$ cat config.mk
export PLATFORM = sky130hd
export DESIGN_NAME = instr_fetch_unit
export DESIGN_NICKNAME = d
export VERILOG_FILES = /design/src/rtl/instr_fetch_unit_pkg.sv /design/src/rtl/instr_fetch_unit_fetch_buf.sv /design/src/rtl/instr_fetch_unit.sv
export SDC_FILE = /design/constraint.sdc
export NUM_CORES = 1
export LEC_CHECK = 0
export ABC_AREA = 0
export BUFFER_PORTS_ARGS = -buffer_cell sky130_fd_sc_hd__buf_4
export CORE_MARGIN = 2
export CORE_UTILIZATION = 45
export CTS_BUF_LIST = sky130_fd_sc_hd__clkbuf_16
export DETAILED_ROUTE_END_ITERATION = 6
export PLACE_DENSITY = 0.68
export SETUP_SLACK_MARGIN = 0.4
export SLEW_MARGIN = 20
export SYNTH_ARGS = -nofsm -noshare
export SYNTH_HDL_FRONTEND = slang
export SYNTH_SLANG_ARGS = --single-unit
$ cat constraint.sdc
create_clock -name clock -period 6.7 [get_ports clock]
set_input_delay 0 -clock clock [delete_from_list [all_inputs] [get_ports clock]]
set_output_delay 0 -clock clock [all_outputs]
set_load 0.1 [all_outputs]
$ cat src/rtl/instr_fetch_unit_pkg.sv
// Shared types and constants for the instruction fetch unit and its buffer.
package instr_fetch_unit_pkg;

    localparam int INST_W  = 32;
    localparam int PC_STEP = 4;

    typedef enum logic [1:0] {
        IDLE = 2'd0,
        WAIT = 2'd1,
        DROP = 2'd2
    } fetch_state_e;

    typedef struct packed {
        logic [INST_W-1:0] inst;
        logic [31:0]       pc;
    } buf_entry_t;

endpackage

$ cat src/rtl/instr_fetch_unit_fetch_buf.sv
// Small synchronous FIFO of {inst, pc} entries; flush empties it and wins over push/pop.
module fetch_buf
    import instr_fetch_unit_pkg::*;
#(
    parameter int DEPTH = 2
) (
    input  logic                           clock,
    input  logic                           reset,
    input  logic                           push,
    input  logic                           pop,
    input  logic                           flush,
    input  buf_entry_t                     wdata,
    output buf_entry_t                     rdata,
    output logic                           full,
    output logic                           empty,
    output logic [$clog2(DEPTH+1)-1:0]     count
);

    localparam int PW = (DEPTH > 1) ? $clog2(DEPTH) : 1;
    localparam int CW = $clog2(DEPTH + 1);

    buf_entry_t    mem_q [DEPTH];
    logic [PW-1:0] wr_q, wr_d;
    logic [PW-1:0] rd_q, rd_d;
    logic [CW-1:0] cnt_q, cnt_d;
    logic          do_push, do_pop;

    assign empty   = (cnt_q == '0);
    assign full    = (cnt_q == CW'(DEPTH));
    assign count   = cnt_q;
    assign rdata   = mem_q[rd_q];
    // A push into a full buffer is legal when the head leaves in the same cycle.
    assign do_pop  = pop & ~empty;
    assign do_push = push & (~full | do_pop);

    always_comb begin
        wr_d  = wr_q;
        rd_d  = rd_q;
        cnt_d = cnt_q + CW'(do_push) - CW'(do_pop);
        if (do_push) wr_d = (wr_q == PW'(DEPTH - 1)) ? '0 : wr_q + PW'(1);
        if (do_pop)  rd_d = (rd_q == PW'(DEPTH - 1)) ? '0 : rd_q + PW'(1);
        if (flush) begin
            wr_d  = '0;
            rd_d  = '0;
            cnt_d = '0;
        end
    end

    always_ff @(posedge clock) begin
        if (!reset) begin
            for (int i = 0; i < DEPTH; i++) mem_q[i] <= '0;
            wr_q  <= '0;
            rd_q  <= '0;
            cnt_q <= '0;
        end else begin
            if (do_push && !flush) mem_q[wr_q] <= wdata;
            wr_q  <= wr_d;
            rd_q  <= rd_d;
            cnt_q <= cnt_d;
        end
    end

endmodule

$ cat src/rtl/instr_fetch_unit.sv
// Instruction fetch: one outstanding ROM read at a time, feeding a small buffer toward the control unit.
//   state | meaning
//   IDLE  | no ROM request outstanding
//   WAIT  | request outstanding, imem_req held until imem_ack
//   DROP  | outstanding request was redirected away; its ack is discarded
module instr_fetch_unit
    import instr_fetch_unit_pkg::*;
#(
    parameter logic [31:0] RESET_PC  = 32'h0000_0000,
    parameter int          BUF_DEPTH = 2
) (
    input  logic              clock,
    input  logic              reset,
    output logic              imem_req,
    output logic [31:0]       imem_addr,
    input  logic              imem_ack,
    input  logic [INST_W-1:0] imem_rdata,
    output logic [INST_W-1:0] inst,
    output logic [31:0]       inst_pc,
    output logic              inst_valid,
    input  logic              inst_ready,
    input  logic              PCsrc,
    input  logic [31:0]       redirect_pc
);

    localparam int CW = $clog2(BUF_DEPTH + 1);

    fetch_state_e  state_q, state_d;
    logic [31:0]   pc_q, pc_d;
    logic          ign_q;
    logic          ack_ok;
    logic          buf_push, buf_pop, buf_full, buf_empty;
    logic [CW-1:0] occ;
    logic [CW:0]   occ_after;
    buf_entry_t    buf_wdata, buf_rdata;

    // An ack seen right after reset belongs to a request abandoned by that reset.
    assign ack_ok    = imem_ack & ~ign_q;
    assign buf_pop   = inst_valid & inst_ready;
    assign occ_after = {1'b0, occ} + (CW+1)'(1) - (CW+1)'(buf_pop);
    assign buf_wdata = '{inst: imem_rdata, pc: pc_q};
    assign imem_addr = pc_q;

    always_comb begin
        state_d  = state_q;
        pc_d     = pc_q;
        imem_req = 1'b0;
        buf_push = 1'b0;
        case (state_q)
            IDLE: begin
                if (!buf_full && !PCsrc) begin
                    imem_req = reset;
                    state_d  = WAIT;
                end
            end
            WAIT: begin
                imem_req = reset;
                if (ack_ok) begin
                    if (PCsrc) begin
                        state_d = IDLE;
                    end else begin
                        buf_push = 1'b1;
                        pc_d     = pc_q + 32'(PC_STEP);
                        state_d  = (occ_after < (CW+1)'(BUF_DEPTH)) ? WAIT : IDLE;
                    end
                end else if (PCsrc) begin
                    state_d = DROP;
                end
            end
            DROP: begin
                if (imem_ack) state_d = IDLE;
            end
            default: state_d = IDLE;
        endcase
        if (PCsrc) pc_d = redirect_pc & ~32'h3;
    end

    always_ff @(posedge clock) begin
        if (!reset) begin
            state_q <= IDLE;
            pc_q    <= RESET_PC;
            ign_q   <= 1'b1;
        end else begin
            state_q <= state_d;
            pc_q    <= pc_d;
            ign_q   <= 1'b0;
        end
    end

    fetch_buf #(.DEPTH(BUF_DEPTH)) u_buf (
        .clock (clock),
        .reset (reset),
        .push  (buf_push),
        .pop   (buf_pop),
        .flush (PCsrc),
        .wdata (buf_wdata),
        .rdata (buf_rdata),
        .full  (buf_full),
        .empty (buf_empty),
        .count (occ)
    );

    assign inst       = buf_rdata.inst;
    assign inst_pc    = buf_rdata.pc;
    assign inst_valid = ~buf_empty;

endmodule
# Yosys cells after proc, flatten, opt, wreduce, memory -nomap -nowiden
# Memories as Yosys holds them, arrays and structs flattened. A register that Yosys moved wholly into a read port is not among the register bits.
# Index checks and enable logic that the tools add are counted.
[op_classes]
n_addsub = 7
order_cmp = 1
eq_ne = 6
n_mux = 26
bitwise = 9
reduce_logical = 13
[op_table]
columns = ["op", "n"]
rows = [
  ["2-to-1 mux 32 bit", 3],
  ["2-to-1 mux 64 bit", 1],
  ["OR reduction 64 bit", 1],
  ["adder 32 x 3 -> 32 bit, second input constant", 1],
  ["2-to-1 mux 1 bit", 16],
  ["2-to-1 mux 2 bit", 4],
  ["one-hot mux 2 bit (3 select lines)", 1],
  ["bitwise AND 1 bit", 4],
  ["equality test 2 bit, second input constant", 2],
  ["logical NOT 2 bit", 2],
  ["inequality test 2 bit, second input constant", 2],
  ["NOT 1 bit", 4],
  ["AND reduction 2 bit", 2],
  ["nonzero test 2 bit", 2],
  ["adder 2 x 1 -> 3 bit, second input constant", 1],
  ["< comparator 3 x 2 -> 1 bit, second input constant", 1],
  ["inequality test 3 bit, second input constant", 1],
  ["AND reduction 3 bit", 1],
  ["subtractor 3 x 1 -> 3 bit", 1],
  ["adder 1 bit, second input constant", 2],
  ["adder 2 x 1 -> 2 bit", 1],
  ["equality test 2 x 1 -> 1 bit, second input constant", 1],
  ["logical AND 1 bit", 2],
  ["logical NOT 1 bit", 2],
  ["other kinds (4)", 4],
]
[word_totals]
regBits = 39
mem_bits_rw = 128
wordCells = 70
n_memories = 1
[memory_table]
columns = ["name", "depth", "word_bits", "read_ports", "rd_ports_with_merged_regs", "write_ports", "line_no", "source"]
rows = [
  ["u_buf.mem_q", 2, 64, 1, 1, 2, "instr_fetch_unit_fetch_buf.sv:22", "buf_entry_t mem_q [DEPTH];"],
]

# Longest topological paths before layout
# Gate-level depths: netlist (run 1).
[logic_depth]
depth_word = 12
depth_mapped = 9

# Modules after synthesis
# From an unflattened synthesis (run 1), not the netlist that was laid out.
[unflattened]
hier_cells = 629
hier_area_um2 = 7812.5
[modules_own_cells]
columns = ["module", "n_inst", "cells_each", "area_per_inst_um2"]
rows = [
  ["fetch_buf", 1, 371, 5794.3],
  ["instr_fetch_unit", 1, 258, 2018.2],
]

# Least setup slack after synthesis (run 1)
# No wires, ideal clock.
[synth_path]
kind = "flip-flop to flip-flop"
start = "reg u_buf.cnt_q[1] (netlist: u_buf.count[1])"
end = "mem u_buf.mem_q[0][10] in the netlist's numbering, enable pin"
setup_ns = 0.568
arrival_time_ns = 5.519
setup_slack_ns = 0.614
stages_incl_launch_ff = 7
synth_period_minus_slack_ns = 6.086
path_cell_list = "dfxtp_1 > nor2b_1 > nor2b_1 > clkbuf_1 > nor3_1 > inv_1 > o21ai_0"
[synth_lines]
columns = ["element", "line_no", "source"]
rows = [
  ["from (decl)", "instr_fetch_unit_fetch_buf.sv:25", "logic [CW-1:0] cnt_q, cnt_d;"],
  ["from (signal assigned)", "instr_fetch_unit_fetch_buf.sv:59", "cnt_q <= cnt_d;"],
  ["to (decl)", "instr_fetch_unit_fetch_buf.sv:22", ""],
]

==> results of run 1 <==
## cell type report
type                       count  area [sq um]
clock inverter                15           191
fill                        1289          6110
sequential                   162          4490
inverter                      13          48.8
multi-input combinational    381          2740
timing repair buffer         248          2070
tap                          220           275
clock buffer                  17           425
## how the worst min path moves through the flow
stage / cells after the start / startpoint / slack, ns / endpoint
5_1_grt: 3 / reset / 0.03 / imem_addr[21]$_SDFFE_PN0P_
3_5_place_dp: 3 / redirect_pc[4] / 0.25 / imem_addr[4]$_SDFFE_PN0P_
6_report: 4 / inst_ready / 0.01 / register
3_3_place_gp: 3 / redirect_pc[2] / 0.23 / imem_addr[2]$_SDFFE_PN0P_
2_1_floorplan: 2 / redirect_pc[16] / 0.14 / imem_addr[16]$_SDFFE_PN0P_
4_1_cts: 3 / reset / 0.001 / imem_addr[19]$_SDFFE_PN0P_
## critical path, cell delays in order, from the launching register on
cell,delay (ns)
dfxtp_1,0.35
nand4bb_1,0.44
nor3_1,0.59
inv_1,0.15
o21ai_4,0.30
buf_4,0.69
## state kept, by name (all words and copies together), names as in the netlist, named ones only
name and cells:
u_buf.mem_q 124, u_buf.wr_q 1, u_buf.count 2, state_q 2
imem_addr 30, ign_q 1, u_buf.rd_q 1
## per-stage QoR
| step | area [sq um] | setup slack (ns) | std cells | hold slack (ns) | util (%) |
|---|---|---|---|---|---|
| final | 10200 | 3.75 | 1056 | 0.0137 | 62.6 |
| after global routing | 10200 | 3.55 | 1056 | 0.0296 | 62.6 |
| after CTS | 10200 | 3.72 | 1056 | 0.00103 | 62.6 |
| after detailed placement | 8790 | 3.72 | 941 | 0.249 | 53.8 |
| after global placement | 8790 | 3.83 | 941 | 0.233 | 53.8 |
| after floorplan | 7450 | 0.614 | 597 | 0.139 | - |
## cell families (layout without fill, tap and decap cells)
| logic type | after synthesis | in the layout |
|---|---|---|
| AND/OR/NAND/NOR | 220 | 220 |
| other | 1 | 4 |
| adder cells (fa/ha/maj) | 4 | 4 |
| AO/OA/AOI/OAI | 60 | 60 |
| XOR/XNOR | 29 | 29 |
| flip-flops | 162 | 162 |
| buffers and inverters | 54 | 293 |
| multiplexers | 64 | 64 |
## power by group through the flow
stage	clock [mW]	sequential (mW)	combinational (mW)
6_report	1.00	1.15	0.421
5_1_grt	1.06	1.16	0.437
4_1_cts	1.02	1.15	0.421
3_5_place_dp	0	1.17	0.380
3_3_place_gp	0	1.17	0.378
2_1_floorplan	0	1.25	0.200
## cell usage in the layout (no fill, tap or decap), types with 16 or more instances in the layout
| cell type | count |
|---|---|
| a21oi_1 | 23 |
| and2_1 | 120 |
| buf_4 | 165 |
| clkbuf_16 | 17 |
| dfxtp_1 | 37 |
| dlygate4sd3_1 | 83 |
| edfxtp_1 | 124 |
| mux2_2 | 62 |
| nand2_1 | 16 |
| o21ai_0 | 25 |
## timing repair
| action | in CTS | in global routing |
|---|---|---|
| setup endpoints to repair | 0 | 0 |
| hold buffers | 83 | 0 |
| buffers inserted | 0 | 0 |
| endpoints found under the hold margin | 95 | 0 |
## metal layers
metal	routed length, um	GRT usage, %
met1	7820	26.1
met2	8680	35.3
met3	899	3.98
met4	326	7.29
met5	0	0
==> summary.md, run 1 <==
| Metric | Value |
|---|---|
| Lkg Pwr | 4.09 nW |
| VDD IR max | 0.179 mV |
| Global-route usage over all layers | 20.6% |
| Max frequency | 0.339 GHz |
| Drt pass-1 iters | 5 |
| Multiplexer share of the synthesized area | 9.65% |
| MaxCap Viol Count | 0 |
| Final max-slew violation count | 0 |
| Critical Path Fanout Max | 55 |
| Part of the power in combinational logic | 16.3% |
| Synth Warn # | 0 |
| Setup violators final | 0 |
| RSZ-0062 raised after global routing | no |
| Die Footprint | 17600 sq um |
| DP Wirelength | 10.9 mm |
| Clk slew on worst S/H paths | 0.06 ns |
| Crit path DAT | 3.00 ns |
| Top cells by count, synth | edfxtp_1 (124), and2_1 (120), mux2_2 (62) |
| Clock power frac | 39.0% |
| Largest family of logic cells by synthesized area | simple AND/OR/NAND/NOR gates |
| Flop-to-flop setup slack | 3.75 ns |
| WL final | 17.7 mm |
| Worst setup EP type | register |
| Worst clock skew | 0.00795 ns |
| Top-count cell post-synth | edfxtp_1 |
| Final period utilization | 44.1% |
| Vias in the first global route | 5603 |
| Rows | 47 |
| H-tree Lvls | 4 |
| Total grt overflow | 0 |
| Routability cong. | 0.862 |
| Worst-margin pin slew | 0.901 ns |
| CTS tree | built |
| ANT cells | 0 |
| Worst reg2reg startpoint | state_q[1]$_SDFFE_PN0P_ |
| Final hold vios | 0 |
| Largest net degree at the start of global routing | 63 |
| Clk Latency, worst-skew pair | 0.42 ns |
| CTS root buffer | clkbuf_16 |
| Area grow syn2layout | 37.6% |
| Sequential share of power | 44.7% |
| Vias | 5403 |
| Sw Ratio | 27.7% |
| Die W | 133 um |
| Final Net Count | 896 |
| Number of nets with antenna violations after routing | 0 |
| Worst EP required | 6.75 ns |
| PD cells | 251 nW/um^2 |
| Cell count after synthesis | 594 |
| Sequential fraction of the synthesis area | 60.3% |
| Status | finished, final reports clean |
| Critical path origin | state_q[1]$_SDFFE_PN0P_ |
| Worst r2r path cells | 5 |
| Share of cells above drive strength 1 | 32.5% |
| Post-CTS sizing | 0 |
| Drt wl/cell | 16.8 um |
| Synth Area in Adders | 0.673% |
| Height of the die | 133 um |
| TNS Setup | 0 ns |
| Setup CP Type | register to register |
| Worst setup path endpoint | u_buf.mem_q[0][63]$_SDFFCE_PN0P_ |
| Drc violations | 0 |
| Simple-gate portion of the synthesized area | 18.1% |
| Main synth FF type | edfxtp_1 |
| Ports | 167 |
| Main area contributors after synthesis | edfxtp_1 (50%), dfxtp_1 (10%), and2_1 (10%) |
| I/O Buffers | 160 |
| Sw power | 712 uW |
| Initial antenna violation count | 0 |
| Worst R2R End | u_buf.mem_q[0][63]$_SDFFCE_PN0P_ |
| XOR/XNOR share of the synthesized area | 3.41% |
| Avg Inst Size Synth | 12.5 sq um |
| Initial Util | 45.5% |
| Cell Area, Synth | 7440 sq um |
| CTS Sinks | 162 |
| Core footprint | 16300 sq um |
| Yosys cell types | 47 |
| Drt initial violations | 310 |
| Total CTS buffers | 17 |
| Slew Limit Headroom | 39.9% |
| Total power | 2.57 mW |
| Synth area leader | edfxtp_1 |
| Synth top area share | 50.0% |
| Clk buf depth | 2 |
| First-pass GRT wire length | 28.4 mm |
| Hold WC Path Type | primary input to register |
| Fin crit period | 2.95 ns |
| Via-to-Cell Ratio | 5.12 |
| Post-synth ARST share | 0% |
| Crit start category | register |
| Int Pwr | 1.86 mW |
| Compound-Gate Fraction of Synth Area | 4.34% |
| EDFF count, synth | 124 |
| #FFs+latches synth | 162 |
No activity file was read; power rests on OpenSTA's default activity.
==> run 2: changes to the inputs <==
==> constraint.sdc (replaced) <==
create_clock -name clock -period 2.9 [get_ports clock]
set_input_delay 0 -clock clock [delete_from_list [all_inputs] [get_ports clock]]
set_output_delay 0 -clock clock [all_outputs]
set_load 0.1 [all_outputs]
==> summary.md, run 2 (synthesis results as in run 1) <==
| Metric | Value |
|---|---|
| Worst hold slack | 0.0241 ns (+0.0104 ns) |
| PD cells | 577 nW/um^2 (+130%) |
| VDD IR max | 0.424 mV (+140%) |
| Share of cells above drive strength 1 | 33.5% (+1.0 points) |
| Min-Delay Endpoint | imem_addr[10]$_SDFFE_PN0P_ |
| WL final | 18.2 mm (+2.7%) |
| Worst Slack Setup Final | 0.736 ns (-3.01 ns) |
| Setup CP Type | register to output port |
| Max reg flops | 124 (unchanged) |
| Number of nets with antenna violations after routing | 0 (unchanged) |
| Int Pwr | 4.29 mW (+130%) |
| Area grow syn2layout | 38.4% |
| Drt pass-1 iters | 4 (-1) |
| Final max-slew violation count | 0 (unchanged) |
| Worst clock skew | 0.00684 ns (-0.00111 ns) |
| Hold depth | 3 (-1) |
| Highest metal used | met4 |
| TNS Setup | 0 ns (unchanged) |
| Via-to-Cell Ratio | 5.11 (-0.19%) |
| Total power | 5.94 mW (+130%) |
| Worst-margin pin slew | 0.699 ns (-0.202 ns) |
| Die Footprint | 17600 sq um (unchanged) |
| RSZ-0062 raised after global routing | no |
| Largest net degree at the start of global routing | 56 (-11%) |
| Worst R2R End | u_buf.mem_q[1][49]$_SDFFCE_PN0P_ |
| Core footprint | 16300 sq um (unchanged) |
| Initial Util | 45.5% (unchanged) |
| CTS Sinks | 162 (unchanged) |
| Worst setup EP type | output port |
| Routability cong. | 0.882 (+2.4%) |
| CTS tree | built |
| Flop-to-flop setup slack | 0.81 ns (-2.94 ns) |
| Crit start category | register |
| Worst r2r path cells | 7 (+2) |
| Clock power frac | 38.8% (-0.2 points) |
| WL met2 | 9.08 mm (+4.7%) |
| Height of the die | 133 um (unchanged) |
| Fin crit period | 2.16 ns |
| Area after DPL | 8920 sq um (+1.5%) |
| Fillers | 1284 (-0.39%) |
| Setup WS pre-CTS | 0.787 ns (-2.93 ns) |
| Final Net Count | 898 (+0.22%) |
| Part of the power in combinational logic | 16.5% (+0.2 points) |
| Setup violators final | 0 (unchanged) |
| Total grt overflow | 0 (unchanged) |
| Clk slew on worst S/H paths | 0.06 ns (about the same) |
| Rows | 47 (unchanged) |
| Drt initial violations | 287 (-7.4%) |
| Ports | 167 (unchanged) |
| Crit path DAT | 2.16 ns (-0.84 ns) |
| First-pass GRT wire length | 28.6 mm (+0.80%) |
| Status | finished, final reports clean |
| Met1 Routed Length | 7.87 mm (+0.63%) |
| Die W | 133 um (unchanged) |
| Global-route usage over all layers | 20.9% (+0.31 points) |
| Hold WC Path Type | primary input to register |
| Final Instance Area | 10300 sq um (+0.61%) |
| Vias | 5403 (unchanged) |
| Final hold vios | 0 (unchanged) |
| Clk buf depth | 2 (unchanged) |
| MaxCap Viol Count | 0 (unchanged) |
| Vias in the first global route | 5615 (+0.21%) |
| Max frequency | 0.462 GHz |
| Clk Latency, worst-skew pair | 0.42 ns (about the same) |
| Initial antenna violation count | 0 (unchanged) |
| Commonest non-fill, non-tap cells in the layout | buf_4 (169), edfxtp_1 (124), and2_1 (120), dlygate4sd3_1 (77), mux2_2 (62) |
| CTS root buffer | clkbuf_16 |
| Met3 wire length | 853 um (-5.1%) |
| Min-delay src | reset |
| Slew Limit Headroom | 53.4% (+14 points) |
| Lkg Pwr | 4.13 nW (+1.1%) |
| Sequential share of power | 44.7% (about the same) |
| Sw Ratio | 27.8% (+0.13 points) |
| Worst reg2reg startpoint | u_buf.count[0]$_SDFF_PP0_ |
| DP Wirelength | 11.3 mm (+4.1%) |
| Drc violations | 0 (unchanged) |
| Total CTS buffers | 17 (unchanged) |
| Final period utilization | 74.6% |
| Sw power | 1.65 mW (+130%) |
| ANT cells | 0 (unchanged) |
| Commonest non-fill, non-tap cell in the layout | buf_4 |
| Worst EP required | 2.90 ns (-3.85 ns) |
| Critical Path Fanout Max | 24 (-56%) |
| Drt wl/cell | 17.2 um (+2.5%) |
| I/O Buffers | 160 (unchanged) |
| Top reg by flops | u_buf.mem_q |
| H-tree Lvls | 4 (unchanged) |
-- run 2: cell types whose count changed in the layout (fill, tap and decap cells not counted), moves of 2 or more --
| cell | delta |
|---|---|
| inv_1 | +3 |
| dlygate4sd3_1 | -6 |
| buf_4 | +4 |
| buf_12 | +4 |
| nor3_1 | -2 |
-- run 2: timing repair --
| item | 4_1_cts | 5_1_grt |
|---|---|---|
| endpoints found under the hold margin | 97 | 0 |
| buffers inserted | 0 | 0 |
| hold buffers | 77 | 0 |
| gates resized for setup | 0 | 0 |
-- run 2: power by group through the flow --
stage	registers (mW)	logic (mW)	clock network, mW
2_1_floorplan	2.88	0.466	0
3_3_place_gp	2.70	0.885	0
3_5_place_dp	2.71	0.891	0
4_1_cts	2.66	0.979	2.34
5_1_grt	2.67	1.01	2.43
6_report	2.66	0.979	2.31
-- run 2: through the flow --
step,std cells,util (%)
after floorplan,597,-
after global placement,949,54.6
after detailed placement,949,54.6
after CTS,1058,63.0
after global routing,1058,63.0
final,1058,63.0
-- run 2: layout make-up --
| class | instances | area [sq um] | area share [%] |
|---|---|---|---|
| sequential | 162 | 4490 | 43.6 |
| clock buffer | 17 | 425 | 4.13 |
| multi-input combinational | 381 | 2760 | 26.8 |
| clock inverter | 15 | 180 | 1.75 |
| timing repair buffer | 250 | 2120 | 20.6 |
| tap | 220 | 275 | 2.67 |
| inverter | 13 | 48.8 | 0.474 |
-- run 2: layer usage --
metal  track usage [%]  vias to the layer above
met5                 0                        -
met4              7.77                        0
met3              4.02                       32
met2              36.1                      177
met1              26.2                     2625
li1                  -                     2569
-- run 2: how the worst max path moves through the flow --
| stage | end | cells past startpoint |
|---|---|---|
| final | inst_pc[4] | 3 |
| after global routing | inst_pc[8] | 3 |
| after CTS | inst_pc[7] | 3 |
| after detailed placement | u_buf.mem_q[1][43]$_SDFFCE_PN0P_ | 7 |
| after global placement | u_buf.mem_q[1][48]$_SDFFCE_PN0P_ | 7 |
| after floorplan | u_buf.mem_q[0][10]$_SDFFCE_PN0P_ | 6 |
-- run 2: worst max-delay path, stage by stage, from the launching register on --
cell and delay, ns:
dfxtp_2 0.78, buf_4 0.36, mux2_2 0.36, buf_4 0.23
